$ cat src/rtl/parking_gate_arbiter.sv
// parking_gate_arbiter: one-barrier car park arbiter for entry/exit requests with password auth and occupancy tracking
//   clk, rst          : clock, asynchronous active-high reset
//   req_entry/req_exit: car waiting at entrance / exit sensor (levels)
//   pass_ok           : entered password is correct (level)
//   car_passed        : one-cycle pulse, car cleared the gate
//   gate_open         : barrier open command
//   grant_entry/exit  : which side owns the current transaction
//   occupancy, full   : parked car count and count == CAPACITY
//   timeout           : one-cycle pulse, gate closed without a car passing
module parking_gate_arbiter #(
  parameter int CAPACITY    = 8,
  parameter int OPEN_CYCLES = 4
) (
  input  logic       clk,
  input  logic       rst,
  input  logic       req_entry,
  input  logic       req_exit,
  input  logic       pass_ok,
  input  logic       car_passed,
  output logic       gate_open,
  output logic       grant_entry,
  output logic       grant_exit,
  output logic [3:0] occupancy,
  output logic       full,
  output logic       timeout
);
  localparam int WW = $clog2(OPEN_CYCLES + 1);
  localparam logic [WW-1:0] LAST = WW'(OPEN_CYCLES - 1);
  localparam logic [3:0] CAP = 4'(CAPACITY);
  typedef enum logic [1:0] {IDLE, AUTH, OPEN} state_t;
  state_t r_state, w_state_n;
  logic [WW-1:0] r_wait, w_wait_n;
  logic [3:0] r_occ, w_occ_n;
  logic r_gate, w_gate_n, r_ge, w_ge_n, r_gx, w_gx_n, r_full, w_full_n, r_to, w_to_n;
  logic r_last_exit, w_last_exit_n;
  logic w_ent_ok, w_ext_ok, w_pick_entry;
  assign w_ent_ok = req_entry && !r_full;
  assign w_ext_ok = req_exit && (r_occ != 4'd0);
  // with both sides eligible, serve the side that did not get the previous grant
  assign w_pick_entry = w_ent_ok && (!w_ext_ok || r_last_exit);
  always_comb begin
    w_state_n = r_state;
    w_wait_n = r_wait;
    w_occ_n = r_occ;
    w_gate_n = r_gate;
    w_ge_n = r_ge;
    w_gx_n = r_gx;
    w_to_n = 1'b0;
    w_last_exit_n = r_last_exit;
    case (r_state)
      IDLE: begin
        if (w_pick_entry) begin
          w_ge_n = 1'b1;
          w_last_exit_n = 1'b0;
          w_state_n = AUTH;
        end else if (w_ext_ok) begin
          w_gx_n = 1'b1;
          w_gate_n = 1'b1;
          w_last_exit_n = 1'b1;
          w_wait_n = '0;
          w_state_n = OPEN;
        end
      end
      AUTH: begin
        if (pass_ok) begin
          w_gate_n = 1'b1;
          w_wait_n = '0;
          w_state_n = OPEN;
        end else if (!req_entry) begin
          w_ge_n = 1'b0;
          w_state_n = IDLE;
        end
      end
      OPEN: begin
        w_wait_n = r_wait + 1'b1;
        if (car_passed || r_wait == LAST) begin
          w_gate_n = 1'b0;
          w_ge_n = 1'b0;
          w_gx_n = 1'b0;
          w_state_n = IDLE;
          w_to_n = !car_passed;
          // count saturates at both ends even though eligibility should prevent it
          if (car_passed && r_ge) w_occ_n = (r_occ >= CAP) ? CAP : r_occ + 4'd1;
          if (car_passed && r_gx) w_occ_n = (r_occ == 4'd0) ? 4'd0 : r_occ - 4'd1;
        end
      end
      default: w_state_n = IDLE;
    endcase
    w_full_n = (w_occ_n == CAP);
  end
  always_ff @(posedge clk or posedge rst) begin
    if (rst) begin
      r_state <= IDLE;
      r_wait <= '0;
      r_occ <= 4'd0;
      r_gate <= 1'b0;
      r_ge <= 1'b0;
      r_gx <= 1'b0;
      r_full <= 1'b0;
      r_to <= 1'b0;
      r_last_exit <= 1'b1;
    end else begin
      r_state <= w_state_n;
      r_wait <= w_wait_n;
      r_occ <= w_occ_n;
      r_gate <= w_gate_n;
      r_ge <= w_ge_n;
      r_gx <= w_gx_n;
      r_full <= w_full_n;
      r_to <= w_to_n;
      r_last_exit <= w_last_exit_n;
    end
  end
  assign gate_open = r_gate;
  assign grant_entry = r_ge;
  assign grant_exit = r_gx;
  assign occupancy = r_occ;
  assign full = r_full;
  assign timeout = r_to;
endmodule

$ cat config.mk
export PLATFORM = sky130hd
export DESIGN_NAME = parking_gate_arbiter
export DESIGN_NICKNAME = d
export VERILOG_FILES = /design/src/rtl/parking_gate_arbiter.sv
export SDC_FILE = /design/constraint.sdc
export NUM_CORES = 1
export LEC_CHECK = 0
export BUFFER_PORTS_ARGS = -buffer_cell sky130_fd_sc_hd__clkbuf_2
export CAP_MARGIN = 0
export CORE_AREA = 2 2 47 49
export CTS_BUF_LIST = sky130_fd_sc_hd__clkbuf_2 sky130_fd_sc_hd__clkbuf_4 sky130_fd_sc_hd__clkbuf_8
export CTS_CLUSTER_DIAMETER = 150
export CTS_CLUSTER_SIZE = 20
export DETAILED_ROUTE_END_ITERATION = 7
export DIE_AREA = 0 0 49 51
export GPL_ROUTABILITY_DRIVEN = 0
export GPL_TIMING_DRIVEN = 0
export PLACE_DENSITY_LB_ADDON = 0.1
export RECOVER_POWER = 50
export SLEW_MARGIN = 20
export SYNTH_ARGS = -nofsm -noshare
export SYNTH_HDL_FRONTEND = slang
export SYNTH_SLANG_ARGS = --single-unit
$ cat constraint.sdc
create_clock -name clk -period 1.9 [get_ports clk]
set_input_delay 0.095 -clock clk [delete_from_list [all_inputs] [get_ports clk]]
set_output_delay 0.095 -clock clk [all_outputs]
set_load 0.01 [all_outputs]
# Word level (Yosys, flattened, before mapping)
# Index checks and enable logic that the tools add are counted.
# Widths: inputs -> output; s select.
# totals
reg_bits	15
input_bits	6
output_inout_bits	9
elab_cells	77
# op_classes
addsub	3
n_lt_le_gt_ge	1
n_eq_ne	13
n_mux	29
n_reduce_logical	22
# op_table
op	n
$mux 4	6
$ne 2x2->1 const B	7
$mux 1	10
$mux 2	5
$reduce_and 5->1	2
$mux 3	3
$pmux 3 s3	1
$reduce_and 4->1	2
$ne 3x3->1 const B	2
$pmux 1 s3	2
$pmux 2 s3	1
$logic_and 1x1->1	5
$add 4x1->4 const B	1
$eq 4x4->1 const B	1
$ge 4x4->1 const B	1
$logic_not 4->1	1
$reduce_bool 2->1	2
$reduce_bool 4->1	1
$sub 4x1->4 const B	1
$add 3x1->3 const B	1
$eq 3x2->1 const B	1
$logic_not 1->1	3
$reduce_and 3->1	1
$reduce_bool 3->1	1
6 further kinds	7

# Longest topological paths before layout
# logic_depth
ltp_word	7
mapped_depth	7
mapped_depth_nobuf	6

# Worst setup path after synthesis
# Ideal clock, no wire load.
# synth_path
path_kind	register to register
start	register r_occ[0] (netlist: occupancy[0])
end	register r_wait[0]
setup_time_ns	0.125
t_arrival_ns	1.883
required_time_ns	1.775
setup_slack_ns	-0.108
path_stages_with_launch	8
n_path_buf	1
period_less_slack_ns	2.008
path_cell_list	dfrtp_1 inv_1 ha_1 or3b_4 a31oi_2 or3_1 clkbuf_2 mux2_4
# synth_via
elab_chain_cells	7
elab_cells_between_ends	8
classes_between	2 x eq/ne; 6 x reduce/logical
# synth_rtl
element	line	text
from (decl)	33	logic [3:0] r_occ, w_occ_n;
from (signal assigned)	105	r_occ <= w_occ_n;
$reduce_bool 4->1 (*)	38	assign w_ext_ok = req_exit && (r_occ != 4'd0);
$logic_and 1x1->1 (*)	38	
$logic_not 1->1	40	assign w_pick_entry = w_ent_ok && (!w_ext_ok || r_last_exit);
$logic_or 1x1->1	40	
$logic_and 1x1->1	40	
$ne 2x2->1 (no source line)	n/a	
$reduce_and 4->1 (no source line) (*)	n/a	
to (signal assigned)	104	r_wait <= w_wait_n;
to (decl)	32	logic [WW-1:0] r_wait, w_wait_n;
# Mark *: on every way between the ends. The rest lies on a longest branch, timed or not.
# A chain may end at the register's enable or synchronous reset.

# Worst setup path in the final report
# Ends and elaborated chain as after synthesis.

==> summary.txt <==
Place
  – Placed Area: 1090 um^2
  – Dpl hpwl: around 1.5 mm
  – I/O Buffers: 14

Routing
  – Met1 WL: approximately 940 um
  – Remaining DRCs: 0
  – Routed Antenna Nets: 0
  – Routed met3 length: around 63 um
  – Met2 wire length: between 1 and 1.5 mm
  – Top Metal Used: met4
  – DR vias/cell: ~5.7
  – Initial DRC count: 5
  – Total Wirelength: approximately 2.1 mm
  – Vias after detailed routing: ~840
  – DR pass1 iterations: 4
  – DR WL/cell: 14.1 um

Layout
  – Fraction of layout cells with a size suffix above 1: between 20% and 30%
  – Fillers: about 210
  – Syn-to-layout area delta: 20.8%
  – Final instance area: about 1200 um^2
  – Antenna Diode Count: 0
  – Total Nets Final: 134
  – Max FFs per register: 4
  – Utilization after layout: 56.5%

Floorplan
  – Chip width: about 49 um
  – Core area: 2060 um^2
  – Die area: roughly 2500 um^2
  – Row cnt: 17
  – Starting Density: between 40 and 50%
  – I/O pin cnt: 15
  – Chip height: about 50 um

Flow run
  – Max-cap violation count: 0

Timing
  – Slew Limit Fails: 0
  – Hold slack: approximately 170 ps
  – Slew headroom: between 60% and 70%
  – Final hold violations: 0
  – # setup viols final: 0
  – Unrepaired setup endpoints after global routing: true
  – Post-layout min period: 1840 ps
  – Slew @ Worst Pin: 562 ps
  – Tcrit/Tclk final: a little over nine tenths
  – F_max: around 540 MHz
  – Worst Clk Skew: roughly 3.3 ps

Clock tree
  – Worst-Skew Late Latency: about 280 ps
  – Clock sinks: 15
  – CTS HTree Levels: 1
  – TritonCTS clock tree: done
  – Worst-path clk slew: around 90 ps
  – Clock Path Buffers: 2
  – CTS root buf: clkbuf_4
  – Inserted Clock Buffers: 3

Critical path
  – Slowest cell on the critical path: dfrtp_2
  – Crit end category: flop
  – Critical path startpoint category: flop
  – Max incr delay on CP: 430 ps
  – WS Path Type: flop to flop
  – Arrival @ worst endpoint: approximately 2000 ps
  – CP cell instances: inv_2 -> ha_4 -> or3b_4 -> a31oi_4 -> or3_4 -> mux2_4
  – Required time worst endpoint: about 2100 ps
  – Maximum fanout along the worst path: 6

Global routing
  – Global route total overflow: 0
  – Largest net degree at the start of global routing: 16
  – Antenna violations before repair: 0
  – First-pass GRT wire length: approximately 3.5 mm
  – Total GRT Usage: a little under a fifth
  – Number of global-route vias before repair: approximately 800

Logic synthesis
  – Synthesized area: slightly below 1000 um^2
  – Xor-xnor portion of the synthesized cell area: 0%
  – Synth Area in Compound Gates: ~22%
  – Top_reg_cell synth: dfrtp_1
  – Asr flop ratio synth: 100%
  – Syn Inst Count: 100
  – Number of synthesized flops with an enable pin: 0
  – YS warnings: 0
  – Post-Synth Adder-Cell Area: between 10% and 20%
  – Synth cell types: 40
  – #FFs+latches synth: 15
  – Area share of and/or/nand/nor cells after synthesis: a little under a fifth
  – Register area share after synthesis: 39.0%
  – Post-synthesis mux area share: ~4.7%
  – Mapped Nets: about 110
  – Syn_area_per_cell: approximately 9.6 um^2
  – Main combinational cell family by area after synthesis: compound AO/OA/AOI/OAI gates

Power and ir drop
  – Worst IR Drop VDD: 0.000736 V
  – Leakage: 0.526 nW
  – Total power: 1.84 mW
  – PwrDens: roughly 1600 nW/um^2

Run status
  – Status: finished clean

Min path
  – Type of the worst min-delay path: primary input to flop
-- worst paths after layout --
check	from	cells after the start	slack, ps	to
min in group asynchronous	rst	3	380	r_state[1]
max in group asynchronous	rst	3	1120	occupancy[1]
setup / recovery	occupancy[0]	6	60	r_wait[0]
hold / removal	car_passed	3	170	timeout
setup reg to reg	occupancy[0]	6	60	r_wait[0]
hold reg to reg	gate_open	1	500	gate_open
-- cell type report --
class	instances	area [um^2]	area share, %
repair buffers	17	91.3	7.84
well taps	28	35.0	3.01
flip-flops and latches	15	379	32.5
inverters	11	41.3	3.54
multi-input cells	71	584	50.2
clock buffers	4	30.0	2.58
plain buffers	1	3.75	0.322
-- Yosys cell counts, drive strengths merged (2+ instances only) --
| cell type | number | share of area, % |
|---|---|---|
| inv | 11 | 4.3 |
| or2 | 2 | 1.3 |
| nand2 | 5 | 1.9 |
| nor2 | 5 | 1.9 |
| nand2b | 3 | 1.9 |
| clkbuf | 3 | 1.3 |
| ha | 8 | 10 |
| a31oi | 5 | 3.9 |
| mux2i | 3 | 3.1 |
| nor2b | 4 | 2.6 |
| and3 | 2 | 1.3 |
| a21oi | 4 | 2.1 |
| dfrtp | 14 | 36 |
| o2bb2ai | 2 | 1.8 |
| a41oi | 2 | 1.8 |
| o21ai | 4 | 2.1 |
| a211oi | 2 | 1.6 |
-- logic make-up (layout without fill, tap and decap cells) --
kind of cell	count (synthesis)	in the layout
flops	15	15
simple gates	30	30
compound gates	29	29
buf+inv	14	33
mux	4	4
fa+ha+maj	8	8
-- where the power goes --
group / switching (mW) / internal, mW
clock: 0.102 / 0.0959
combinational: 0.573 / 0.501
sequential: 0.119 / 0.449
-- cell usage in the layout (no fill, tap or decap), types with 3 or more instances in the layout --
cell type and n:
dfrtp_1 12, clkbuf_2 11, inv_1 9, ha_1 6, nand2_1 5, nor2_1 5
nor2b_1 4, a31oi_1 4, a21oi_1 4, clkbuf_1 4, clkbuf_4 4, nand2b_1 3
mux2i_1 3, o21ai_0 3
-- worst max-delay path: cells and delay by family (launching register included) --
family          cells  cell delay (ps)
fa+ha+maj           1              150
compound gates      1              180
mux                 1              290
buf+inv             1               70
flops               1              430
simple gates        2              620
-- per-layer routing --
| metal | global-route usage, % | vias to the layer above |
|---|---|---|
| met3 | 2.34 | 4 |
| li1 | - | 409 |
| met2 | 32.2 | 20 |
| met1 | 22.4 | 404 |
| met5 | 0 | - |
| met4 | 10.5 | 0 |
-- repair_timing --
item | in CTS | in global routing
hold buffers | 1 | 0
endpoints found under the setup margin | 4 | 2
resized for setup | 3 | 3
pin swaps | 0 | 1
buffers inserted | 2 | 0
hold endpoints to repair | 14 | 0
-- through the flow --
step           setup TNS (ps)  worst slack (ps)  instances
2_1_floorplan               0              12.2        100
3_3_place_gp             -186              -108        142
3_5_place_dp             -196              -103        142
4_1_cts                     0              29.3        147
5_1_grt                 -10.5             -10.2        147
6_report                    0              57.9        147
Power figures use the tool's default switching activity.
